File: config.mk
export PLATFORM = sky130hd
export DESIGN_NAME = sqrt_stage
export DESIGN_NICKNAME = d
export VERILOG_FILES = /design/src/rtl/div_root_pkg.sv /design/src/rtl/sqrt_trial.sv /design/src/rtl/sqrt_stage.sv
export SDC_FILE = /design/constraint.sdc
export NUM_CORES = 1
export LEC_CHECK = 0
export ABC_AREA = 1
export BUFFER_PORTS_ARGS = -buffer_cell sky130_fd_sc_hd__buf_2
export CAP_MARGIN = 10
export CORE_ASPECT_RATIO = 1.1
export CORE_UTILIZATION = 30
export CTS_CLUSTER_SIZE = 10
export DETAILED_ROUTE_END_ITERATION = 16
export SLEW_MARGIN = 20
export SYNTH_ARGS = -nofsm -noshare
export SYNTH_HDL_FRONTEND = slang
export SYNTH_SLANG_ARGS = --single-unit
File: constraint.sdc
create_clock -name clk -period 6.95 [get_ports clk]
set_input_delay 0 -clock clk [delete_from_list [all_inputs] [get_ports clk]]
set_output_delay 0 -clock clk [all_outputs]
set_load 0.1 [all_outputs]
File: src/rtl/div_root_pkg.sv
`default_nettype none
// ============================================================================
// div_root_pkg : shared Q-format widths and FSM states for divider / sqrt
// Revision     : 1.0
// ============================================================================
package div_root_pkg;

    localparam int IN_W   = 20;
    localparam int FRAC_W = 10;
    localparam int OUT_W  = (IN_W + FRAC_W) / 2;
    localparam int RAD_W  = IN_W + FRAC_W;

    localparam logic [OUT_W-1:0] TRIAL_START = OUT_W'(1) << (OUT_W - 1);

    typedef enum logic [1:0] {
        IDLE = 2'd0,
        CALC = 2'd1,
        DONE = 2'd2
    } state_t;

endpackage
`default_nettype wire

File: src/rtl/sqrt_trial.sv
`default_nettype none
// ============================================================================
// sqrt_trial : one guess-and-check step, T = result|trial, compare T*T to R
// Revision   : 1.0
// ============================================================================
module sqrt_trial
    import div_root_pkg::*;
#(
    parameter int W = OUT_W
) (
    input  logic [W-1:0]   result,
    input  logic [W-1:0]   trial,
    input  logic [2*W-1:0] radicand,
    output logic [W-1:0]   trial_val,
    output logic           lt,
    output logic           eq
);

    logic [2*W-1:0] w_square;

    // The only multiplier in the stage; kept here so it can be pipelined alone.
    always_comb begin
        trial_val = result | trial;
        w_square  = (2*W)'(trial_val) * (2*W)'(trial_val);
        lt        = (w_square < radicand);
        eq        = (w_square == radicand);
    end

endmodule
`default_nettype wire

File: src/rtl/sqrt_stage.sv
`default_nettype none
// ============================================================================
// sqrt_stage : bit-serial Q10.10 -> Q5.10 square root, early exit on exact hit
// Revision   : 1.0
// ============================================================================
module sqrt_stage
    import div_root_pkg::*;
(
    input  logic             clk,
    input  logic             rst,
    input  logic             in_valid,
    input  logic [IN_W-1:0]  in_data,
    output logic             in_ready,
    output logic             out_valid,
    output logic [OUT_W-1:0] out_data,
    output logic             out_exact
);

    state_t           r_state;
    logic [RAD_W-1:0] r_rad;
    logic [OUT_W-1:0] r_result;
    logic [OUT_W-1:0] r_trial;
    logic             r_in_ready;
    logic             r_out_valid;
    logic             r_exact;

    logic [OUT_W-1:0] w_t;
    logic             w_lt;
    logic             w_eq;

    sqrt_trial #(
        .W (OUT_W)
    ) u_trial (
        .result    (r_result),
        .trial     (r_trial),
        .radicand  (r_rad),
        .trial_val (w_t),
        .lt        (w_lt),
        .eq        (w_eq)
    );

    always_ff @(posedge clk) begin
        if (rst) begin
            r_state     <= IDLE;
            r_rad       <= '0;
            r_result    <= '0;
            r_trial     <= '0;
            r_in_ready  <= 1'b1;
            r_out_valid <= 1'b0;
            r_exact     <= 1'b0;
        end else begin
            case (r_state)
                IDLE: begin
                    if (in_valid && r_in_ready) begin
                        r_rad      <= {in_data, {FRAC_W{1'b0}}};
                        r_trial    <= TRIAL_START;
                        r_result   <= '0;
                        // A zero radicand never produces an exact hit in CALC.
                        r_exact    <= (in_data == '0);
                        r_in_ready <= 1'b0;
                        r_state    <= CALC;
                    end
                end
                CALC: begin
                    if (w_lt || w_eq)
                        r_result <= w_t;
                    r_trial <= r_trial >> 1;
                    if (w_eq) begin
                        r_exact     <= 1'b1;
                        r_out_valid <= 1'b1;
                        r_state     <= DONE;
                    end else if (r_trial[0]) begin
                        r_out_valid <= 1'b1;
                        r_state     <= DONE;
                    end
                end
                DONE: begin
                    r_out_valid <= 1'b0;
                    r_in_ready  <= 1'b1;
                    r_state     <= IDLE;
                end
                default: r_state <= IDLE;
            endcase
        end
    end

    assign in_ready  = r_in_ready;
    assign out_valid = r_out_valid;
    assign out_data  = r_result;
    assign out_exact = r_exact;

endmodule
`default_nettype wire

==> results.yml <==
pwr:
  vdd_drop_max_uv: 295.2
  p_per_area_nw_per_um2: 416.3
  power_leakage_nw: 5.928
clock_network:
  path_clk_slew_ns: 0.08
  cts_tree: "built"
  clock_latency_ns: 0.30
  clk_path_buf_depth: 2
  cts_sinks: 55
  cts_buffers: 5
  cts-root-buf: "clkbuf_16"
  h-tree-depth: 2
timing:
  setup_slack_ns: -0.05786
  relSlewSlack: 0.2992
  fin_skew_ns: 0.006929
  setup_viol: 15
  hold_violations: 0
  min_period_ns: 7.008
  rsz0062_at_grt: "true"
  fin_hold_ws_ns: 0.001372
  period_share: 1.008
  tightest_slew_ns: 1.050
  drv_slew: 0
  achievable-frequency_mhz: 142.7
global_route:
  grt_antenna_before_repair: 0
  grt-busiest-layer: "met2"
  met3_usage: 0.02051
  grt.met2_usage: 0.3212
  grt_max_degree: 42
  use_met1: 0.2017
  overflow: 0
  grt_pass1_wl_mm: 41.87
  grt_pass1_vias: 8386
  grt_usage: 0.1718
worst_setup_path:
  cp-startpoint: "r_trial[11]$_SDFFE_PP0P_"
  critPathCaptureType: "flop"
  critPathKind: "flop to flop"
  critPathMaxFanout: 8
  critPathBufInv: 11
  cp-endpoint: "out_data[5]$_SDFFE_PP0P_"
  rr_endpoint: "out_data[5]$_SDFFE_PP0P_"
  rr_startpoint: "r_trial[11]$_SDFFE_PP0P_"
  max_stage_delay_ns: 0.58
  r2r_cells: 37
  cp.arrival_ns: 7.20
  worst-path-stages: 37
  required_ns: 7.15
  worst_path_most_repeated_cell: "fa_1"
  reg2reg_setup_slack_ns: -0.06
  cp_slowest_cell: "fa_1"
  critPathLaunchType: "flop"
  crit_family: "adder cells"
final_layout:
  diodes: 0
  fillers: 3077
  layout.nets: 1650
  fin_util: 0.3935
  drive_above_1_share: 0.2500
  final_area_um2: 11700
  area_growth_pct: 28.37
  stdcell_count: 1750
route:
  wl_per_cell_um: 14.52
  first_pass_iters: 5
  wirelength_mm: 25.41
  vias: 7923
  ant_nets: 0
  drcViolationCount: 0
  vias_per_cell: 4.527
  dr.first_iter.drc_count: 306
floorplan:
  die_h_um: 184.8
  core_um2: 29730
  rows: 66
  io_pins: 41
  die_w_um: 168.2
  die_area_um2: 31080
  start_util: 0.3065
placement:
  dp_slack_ns: -0.2244
  place_congestion: 0.8986
  placement.io_buffers: 40
  placed_cell_area_um2: 10680
  dp_cells: 1710
  hpwl_mm: 21.22
synthesis:
  ys_ff_latch: 55
  syn-cell-area_um2: 9112
  synthCells: 1192
  yosys_warnings: 0
  syn_avg_cell_area_um2: 7.645
  synth.distinct_cells: 34
  yosysSeqAreaShare: 0.1208
  syn_nets: 1467
hold_path:
  hp-class: "input port to flop"
job:
  cap_violations: 0
status:
  outcome: "finished, violations left"
  violations: "setup timing"
-- Yosys cell counts, drive strengths merged --
library cell / number / area, um^2
o21ai: 41 / 212.7
nor3: 6 / 35.03
dfxtp: 55 / 1101
o211ai: 2 / 15.01
nor4: 6 / 37.54
o21bai: 5 / 37.54
nand3b: 1 / 7.510
buf: 6 / 47.54
nand3: 28 / 150.1
xor2: 16 / 140.1
clkinv: 3 / 11.26
nand4: 4 / 25.02
o22ai: 14 / 87.58
ha: 113 / 1414
fa: 139 / 2783
a21oi: 67 / 339.1
clkbuf: 20 / 75.07
inv: 299 / 1122
nand2: 169 / 644.4
a211oi: 2 / 15.01
nor2: 179 / 674.4
xnor2: 11 / 96.34
a31oi: 3 / 18.77
a21o: 3 / 22.52
-- worst register-to-register path, delay by kind of cell (launching register included) --
family	cells	cell delay, ns
adder cells (fa/ha/maj)	8	3.80
buffers and inverters	11	1.04
XOR/XNOR	1	0.19
flip-flops	1	0.34
AND/OR/NAND/NOR	17	1.52
-- flip-flops by register name, indices dropped and copies added (netlist names) --
signal and count:
out_valid 1, r_trial 15, r_state 2, out_data 15, r_rad 20, in_ready 1, out_exact 1
-- routing by layer --
metal / wire length (um) / vias to the layer above
met4: 745 / 0
met1: 10390 / 3752
li1: - / 3959
met3: 1032 / 44
met5: 0 / -
met2: 13240 / 168
-- per-stage QoR --
stage	TNS (ns)	power (mW)
final	-0.5910	4.870
after global routing	-5.919	5.370
after CTS	-0.3515	4.699
after detailed placement	-3.337	3.979
after global placement	-3.003	3.936
after floorplan	0	2.719
-- power by group --
part / switching, mW / leakage, nW / internal [mW]
logic: 2.41 / 5.40 / 1.76
registers: 0.0379 / 0.461 / 0.403
clock network: 0.128 / 0.0674 / 0.134
-- final cells by class --
type,instances,area [um^2],share of cell area
multi-input cells,809,7273,0.6218
repair buffers,202,1533,0.1310
inverters,302,1141,0.09755
flip-flops and latches,55,1137,0.09723
well taps,374,467.9,0.04000
clock buffers,5,125.1,0.01070
clock inverters,3,20.02,0.001711
-- cell families after synthesis --
family	count (synthesis)	synth area share
adder cells (fa/ha/maj)	252	0.4605
XOR/XNOR	27	0.02595
AND/OR/NAND/NOR	393	0.1727
flip-flops	55	0.1208
AO/OA/AOI/OAI	137	0.08211
buffers and inverters	328	0.1379
-- worst min-delay path by stage --
stage	startpoint	end	depth (start not counted)
after floorplan	in_data[0]	r_rad[10]$_SDFFE_PP0P_	2
after global placement	in_data[0]	r_rad[10]$_SDFFE_PP0P_	3
after detailed placement	in_data[0]	r_rad[10]$_SDFFE_PP0P_	3
after CTS	in_data[5]	r_rad[15]$_SDFFE_PP0P_	3
after global routing	in_data[14]	r_rad[24]$_SDFFE_PP0P_	3
final	in_data[15]	r_rad[25]$_SDFFE_PP0P_	3
-- layout by cell type, fill, tap and decap left out, types with 14 or more instances in the layout --
cell type / instances
o22ai_1: 14
buf_2: 41
dfxtp_2: 17
nand2_1: 150
dfxtp_1: 34
inv_1: 286
nor2_1: 143
xor2_1: 15
o21ai_0: 34
ha_1: 100
fa_1: 132
buf_4: 133
a21oi_1: 58
nor2_2: 24
nand2_2: 16
nand3_1: 24
buf_6: 18
-- what timing repair did --
action,in CTS,in global routing
cloned,3,1
buffers inserted,13,11
pin swaps,18,61
endpoints found under the setup margin,18,19
hold buffers,6,0
endpoints found under the hold margin,6,0
gates resized for setup,75,89
Note: power is estimated with default switching activity, not from simulation.
